<file path="config.mk">
export PLATFORM = sky130hd
export DESIGN_NAME = memory_port_arbiter
export DESIGN_NICKNAME = d
export VERILOG_FILES = /design/src/rtl/memory_port_arbiter.sv
export SDC_FILE = /design/constraint.sdc
export NUM_CORES = 1
export LEC_CHECK = 0
export ABC_AREA = 0
export CAP_MARGIN = 10
export CORE_MARGIN = 5
export CORE_UTILIZATION = 36
export DETAILED_ROUTE_END_ITERATION = 6
export HOLD_SLACK_MARGIN = 0.06
export PLACE_DENSITY = 0.77
export SLEW_MARGIN = 20
export SYNTH_ARGS = -nofsm -noshare
export SYNTH_HDL_FRONTEND = slang
export SYNTH_SLANG_ARGS = --single-unit
export TNS_END_PERCENT = 1
</file>
<file path="constraint.sdc">
create_clock -name clk -period 1.64 [get_ports clk]
set_clock_uncertainty 0.05 [all_clocks]
set_input_delay 0.164 -clock clk [delete_from_list [all_inputs] [get_ports clk]]
set_output_delay 0.164 -clock clk [all_outputs]
set_load 0.005 [all_outputs]
</file>
<file path="src/rtl/memory_port_arbiter.sv">
// Arbitrates one single-port memory between instruction fetch and MEM-stage load/store.
// Optional macro ARB_PERF_CNT_EN adds saturating stall-cycle counters.
module memory_port_arbiter #(
  parameter int ADDR_W = 32,
  parameter int DATA_W = 32,
  parameter int CNT_W  = 16
) (
  input  logic              clk,
  input  logic              reset,
  input  logic              if_req,
  input  logic [ADDR_W-1:0] if_addr,
  input  logic              mem_read,
  input  logic              mem_write,
  input  logic [ADDR_W-1:0] mem_addr,
  input  logic [DATA_W-1:0] mem_wdata,
  input  logic              ram_ready,
  input  logic [DATA_W-1:0] ram_rdata,
  output logic              ram_re,
  output logic              ram_we,
  output logic [ADDR_W-1:0] ram_addr,
  output logic [DATA_W-1:0] ram_wdata,
  output logic [DATA_W-1:0] if_rdata,
  output logic              if_done,
  output logic [DATA_W-1:0] mem_rdata,
  output logic              mem_done,
  output logic              stall_if,
  output logic              stall_mem,
  output logic [CNT_W-1:0]  if_stall_cnt,
  output logic [CNT_W-1:0]  mem_stall_cnt,
  output logic [1:0]        fsm_state
);

  // Handshake: a request is held by the pipeline until its done pulse; the
  // memory holds off with ram_ready low and completes in the cycle it is high.
  typedef enum logic [1:0] {
    IDLE  = 2'd0,
    DATA  = 2'd1,
    FETCH = 2'd2
  } state_t;

  state_t state;
  state_t next_state;
  logic   fetch_first;
  logic   if_pend;
  logic   grant_data;
  logic   grant_fetch;
  logic   complete;

  // A request whose done pulse is showing this cycle is already served;
  // the pipeline only advances past it at the coming edge.
  assign stall_mem = (mem_read | mem_write) & ~mem_done;
  assign if_pend   = if_req & ~if_done;
  assign stall_if  = if_pend | stall_mem;
  assign fsm_state = state;

  always_comb begin
    next_state  = state;
    grant_data  = 1'b0;
    grant_fetch = 1'b0;
    complete    = 1'b0;
    case (state)
      IDLE: begin
        if (fetch_first && if_pend) begin
          grant_fetch = 1'b1;
          next_state  = FETCH;
        end else if (stall_mem) begin
          grant_data = 1'b1;
          next_state = DATA;
        end else if (if_pend) begin
          grant_fetch = 1'b1;
          next_state  = FETCH;
        end
      end
      DATA, FETCH: begin
        if (ram_ready) begin
          complete   = 1'b1;
          next_state = IDLE;
        end
      end
      default: next_state = IDLE;
    endcase
  end

  always_ff @(posedge clk) begin
    if (!reset) state <= IDLE;
    else        state <= next_state;
  end

  always_ff @(posedge clk) begin
    if (!reset) begin
      ram_re      <= 1'b0;
      ram_we      <= 1'b0;
      ram_addr    <= '0;
      ram_wdata   <= '0;
      if_rdata    <= '0;
      mem_rdata   <= '0;
      if_done     <= 1'b0;
      mem_done    <= 1'b0;
      fetch_first <= 1'b0;
    end else begin
      if_done  <= 1'b0;
      mem_done <= 1'b0;
      if (grant_data) begin
        // Read and write together resolve to a write.
        ram_addr  <= mem_addr;
        ram_wdata <= mem_wdata;
        ram_we    <= mem_write;
        ram_re    <= ~mem_write;
      end else if (grant_fetch) begin
        ram_addr <= if_addr;
        ram_re   <= 1'b1;
        ram_we   <= 1'b0;
      end else if (complete) begin
        ram_re <= 1'b0;
        ram_we <= 1'b0;
        if (state == DATA) begin
          mem_done <= 1'b1;
          if (ram_re) mem_rdata <= ram_rdata;
        end else begin
          if_done  <= 1'b1;
          if_rdata <= ram_rdata;
        end
      end
      // Fetch gets the next grant after a data access that kept it waiting.
      if (complete && state == DATA) fetch_first <= if_req;
      else if (grant_fetch)          fetch_first <= 1'b0;
      else if (state == IDLE && !if_req) fetch_first <= 1'b0;
    end
  end

`ifdef ARB_PERF_CNT_EN
  always_ff @(posedge clk) begin
    if (!reset) begin
      if_stall_cnt  <= '0;
      mem_stall_cnt <= '0;
    end else begin
      if (stall_if && !(&if_stall_cnt))   if_stall_cnt  <= if_stall_cnt + CNT_W'(1);
      if (stall_mem && !(&mem_stall_cnt)) mem_stall_cnt <= mem_stall_cnt + CNT_W'(1);
    end
  end
`else
  assign if_stall_cnt  = '0;
  assign mem_stall_cnt = '0;
`endif

endmodule
</file>
# After elaboration in Yosys (flattened, before gate mapping)
# Index checks and enable logic that the tools add are counted.
[totals]
out_inout_bits = 168
wordCells = 65
in_bits = 134
ff_bits = 135
[op_classes]
n_mux = 26
bitwise_logic = 12
eq_ne = 4
n_reduce_logical = 13
[op_table]
columns = ["op", "count"]
rows = [
  ["32-bit 2-to-1 mux", 2],
  ["1-bit 2-to-1 mux", 19],
  ["2-bit 2-to-1 mux", 4],
  ["1-bit inverter", 8],
  ["3-bit nonzero test", 2],
  ["5-bit AND reduction", 1],
  ["4-bit != test (second input constant)", 1],
  ["2-bit one-hot mux with 2 select lines", 1],
  ["4-bit AND reduction", 1],
  ["4-bit OR reduction", 1],
  ["1-bit logical AND", 3],
  ["1-bit AND", 2],
  ["2-bit by 1-bit == test with 1-bit output (second input constant)", 1],
  ["2-bit == test (second input constant)", 1],
  ["2-bit logical NOT", 1],
  ["2-bit != test (second input constant)", 1],
  ["1-bit bitwise OR", 2],
  ["2-bit AND reduction", 1],
  ["2-bit nonzero test", 1],
  ["2-bit OR reduction", 1],
  ["1-bit logical NOT", 1],
]

# Longest topological paths before layout
[logic_depth]
ltp_word = 8
mapped_depth = 9
ltp_nobuf = 6

# Worst setup path after synthesis
# OpenSTA, ideal clock, no wires.
[synth_path]
path_kind = "reg2reg"
start = "register state[0], in the netlist fsm_state[0]"
end = "register mem_rdata[10]"
synth_period_minus_slack_ns = 1.761
slack_ns = -0.121
n_path_buf = 2
arrival_ns = 1.595
required_time_ns = 1.474
path_stages_with_launch = 9
setup_time_ns = 0.116
path_cell_list = "dfxtp_1 inv_1 ha_1 and3_1 o2111a_1 buf_6 buf_12 mux2i_1 nor2b_1"
[synth_between]
elab_chain_len = 4
elab_cells_between_ends = 10
cone_classes = "eq/ne (2); mux (3); bitwise (2); reduce/logical (3)"
[synth_rtl]
columns = ["element", "line", "source"]
rows = [
  ["from (decl)", "41", "state_t state;"],
  ["from (signal assigned)", "86", "else state <= next_state;"],
  ["2-bit by 1-bit == test with 1-bit output, or another cell as far along", "61, 116", ""],
  ["2-bit OR reduction / 1-bit 2-to-1 mux (equally long branches)", "61", "case (state)"],
  ["1-bit 2-to-1 mux / 1-bit inverter (equally long branches)", "n/a", ""],
  ["5-bit AND reduction (no line) *", "n/a", ""],
  ["to (signal assigned)", "118", "if (ram_re) mem_rdata <= ram_rdata;"],
  ["to (decl)", "24", "output logic [DATA_W-1:0] mem_rdata,"],
]
# Mark *: on every way between the ends. The rest lies on a longest branch, timed or not.
# A chain may end at the register's enable or synchronous reset.

# Worst setup path after layout
[layout_path]
start = "register state[0], in the netlist fsm_state[0]"
end = "register mem_rdata[3]"
# The elaborated chain is that of the path after synthesis.

==> results.cfg <==
[status]
status = finished with violations
failed_checks = setup timing

[timing]
hold_viol_final = 0
period_needed_ns = 1.77
final-setup-viol-count = 33
fmax_ghz = 0.564
setup_ws_ns = -0.132
slew_viol_final = 0
holdWs_ns = 0.200
rsz0062_at_grt = yes
fin_crit_sh_pct = 108

[synthesis]
ys_seq_area_share_pct = 46.6
yosys-top-cells-area = dfxtp_1 47%, mux2i_1 11%, nor2b_1 7.1%
synth_ff_type = dfxtp_1
synth.most_common_cell = dfxtp_1
post_synth_xor_area_fraction_pct = 0
async_reset_ff_share_pct = 0
synth_top_family_by_area = compound AO/OA/AOI/OAI gates
synthCells = 541
yosys.area_share.simple_pct = 13.8
synth.avg_cell_area_um2 = 10.7
yosysTopAreaCell = dfxtp_1
synthAdderAreaFrac_pct = 0.431
synth_edf_count = 0
yosys_warnings = 0
syn_area_um2 = 5800
yosysTopAreaCellShare_pct = 46.6
synth_compound_area_share_pct = 17.9
synthMuxAreaShare_pct = 11.0
synth.distinct_cells = 40
ys_ff_latch = 135
yosys-top-cells-count = 135 x dfxtp_1, 71 x nand2_1, 66 x nor2b_1

[die]
initial_core_util_pct = 36.7
rows = 46
core_um2 = 15800
die_h_um = 137
dieArea_um2 = 18800
dieWidth_um = 137
io-pin-count = 302

[grt]
grt_max_degree = 64
grt.total_usage_pct = 17.1
grt_pass1_wl_mm = 25.0
grt_pass1_vias = 4748
antenna_found_initial = 1
gr-total-overflow = 0

[worst_setup_path]
cp-start-kind = flop
cpMaxStageDelayCell = dfxtp_2
path_class = flop to flop
end_kind = flop
cp.required_ns = 1.88
crit_family = flip-flops
critPathArrivalTime_ns = 2.01
cp_cell_sequence = inv_2, ha_4, and3_4, o2111a_2, buf_12, clkbuf_16, mux2i_1, nor2b_1
crit_path_max_fanout = 6
slowest_delay_ns = 0.35
critPathBufInv = 3

[flow_run]
drv_cap = 0

[clock_tree]
insertion_delay_ns = 0.41
hold_buffers = 0
cts.sinks = 135
h-tree-depth = 4
cts-root-buf = clkbuf_16
numCtsBuffers = 17
cts_tree = done
clk_path_buf_depth = 2
clkSlewWorstSetupHoldPaths_ns = 0.06

[placement]
placed_area_um2 = 8740
dpl.hpwl_mm = 12.8
gp_congestion = 0.777
placed_cells = 1027
port_buffers = 269

[detailed_routing]
dr_total_vias = 4831
drcViolationCount = 0
ant_nets = 0
routed_wirelength_mm = 17.2
firstDrtPassIters = 4
vias_per_cell = 4.55
wire_per_inst_um = 16.2
drt_iter0_drc = 124

[power]
irDropWorstVdd_mv = 0.670
power_leakage_nw = 3.66
p_per_area_nw_per_um2 = 1030
p_total_mw = 9.69

[cells_and_area]
final_cell_area_um2 = 9440
syn2layout_area_growth_pct = 62.6
fillers = 1364
nets = 970
final_core_util_pct = 59.6
instances_no_fill = 1062
diodes = 0
drive_above_1_share_pct = 15.1

[hold_path]
hold_path_class = input port to flop
where the power goes:
group	switching (mW)	leakage, nW	total [mW]	internal (mW)
logic	0.934	2.29	2.24	1.31
clock network	1.42	0.271	3.73	2.31
registers	0.169	1.10	3.73	3.56
total	2.52	3.66	9.69	7.18
layer usage:
| layer | up-vias | GRT usage [%] | wire [um] |
|---|---|---|---|
| li1 | 2391 | - | - |
| met2 | 196 | 29.3 | 8500 |
| met3 | 25 | 6.29 | 1620 |
| met5 | - | 0 | 7 |
| met4 | 2 | 6.87 | 352 |
| met1 | 2217 | 19.3 | 6680 |
flip-flops by register name, indices dropped and copies added, names as in the netlist:
name         flops
ram_addr        32
if_done          1
fsm_state        2
ram_we           1
fetch_first      1
ram_wdata       32
mem_rdata       32
if_rdata        32
ram_re           1
mem_done         1
kinds of logic (layout without fill, tap and decap cells):
family | count (synthesis) | in the layout
and+or+nand+nor | 154 | 154
DFF | 135 | 135
AOI/OAI and AO/OA | 109 | 109
buffers and inverters | 76 | 350
muxes | 64 | 64
adders and majority gates | 2 | 2
other | 1 | 32
worst reg2reg max path, cell delays in order, from the launching register on:
cell and delay, ns:
dfxtp_2 0.35, inv_2 0.05, ha_4 0.27, and3_4 0.17
o2111a_2 0.22, buf_12 0.14, clkbuf_16 0.16, mux2i_1 0.20
nor2b_1 0.06
placed cells by master, fill, tap and decap left out, types with 4 or more instances in the layout:
cell type / instances
a21boi_1: 32
buf_12: 10
buf_4: 33
clkbuf_16: 19
clkdlybuf4s50_1: 265
clkinvlp_4: 5
conb_1: 32
dfxtp_1: 131
dfxtp_2: 4
mux2i_1: 63
nand2_1: 70
nor2b_1: 66
o21ai_0: 5
o22ai_1: 24
o22ai_2: 8
o2bb2ai_1: 10
o2bb2ai_2: 21
what timing repair did:
action	CTS	global route
setup endpoints to repair	36	57
setup buffers	0	1
resized for setup	8	5
cloned	0	3
final timing paths:
path / startpoint / endpoint / slack, ns / cells after the start
hold reg to reg: ram_wdata[21]$_SDFFE_PN0P_ / ram_wdata[21]$_SDFFE_PN0P_ / 0.40 / 2
setup reg to reg: fsm_state[0]$_SDFFE_PN0P_ / mem_rdata[3]$_SDFFE_PN0P_ / -0.13 / 8
hold / removal: reset / ram_addr[10]$_SDFFE_PN0P_ / 0.20 / 3
setup / recovery: fsm_state[0]$_SDFFE_PN0P_ / mem_rdata[3]$_SDFFE_PN0P_ / -0.13 / 8
area by class of cell:
class                      count  area [um2]  share of cell area [%]
clock buffer                  20         457                    4.84
clock inverter                11         125                    1.33
inverter                       4        17.5                   0.186
multi-input combinational    361        2660                    28.2
sequential                   135        2710                    28.7
tap                          216         270                    2.86
timing repair buffer         315        3200                    33.9
metrics by stage:
step	worst slack, ns	TNS (ns)
finish	-0.132	-3.48
global route	-0.211	-6.95
detailed placement	-0.215	-19.15
global placement	-0.188	-17.29
CTS	-0.116	-2.82
floorplan	-0.0248	-0.743
No activity file was read; power rests on OpenSTA's default activity.
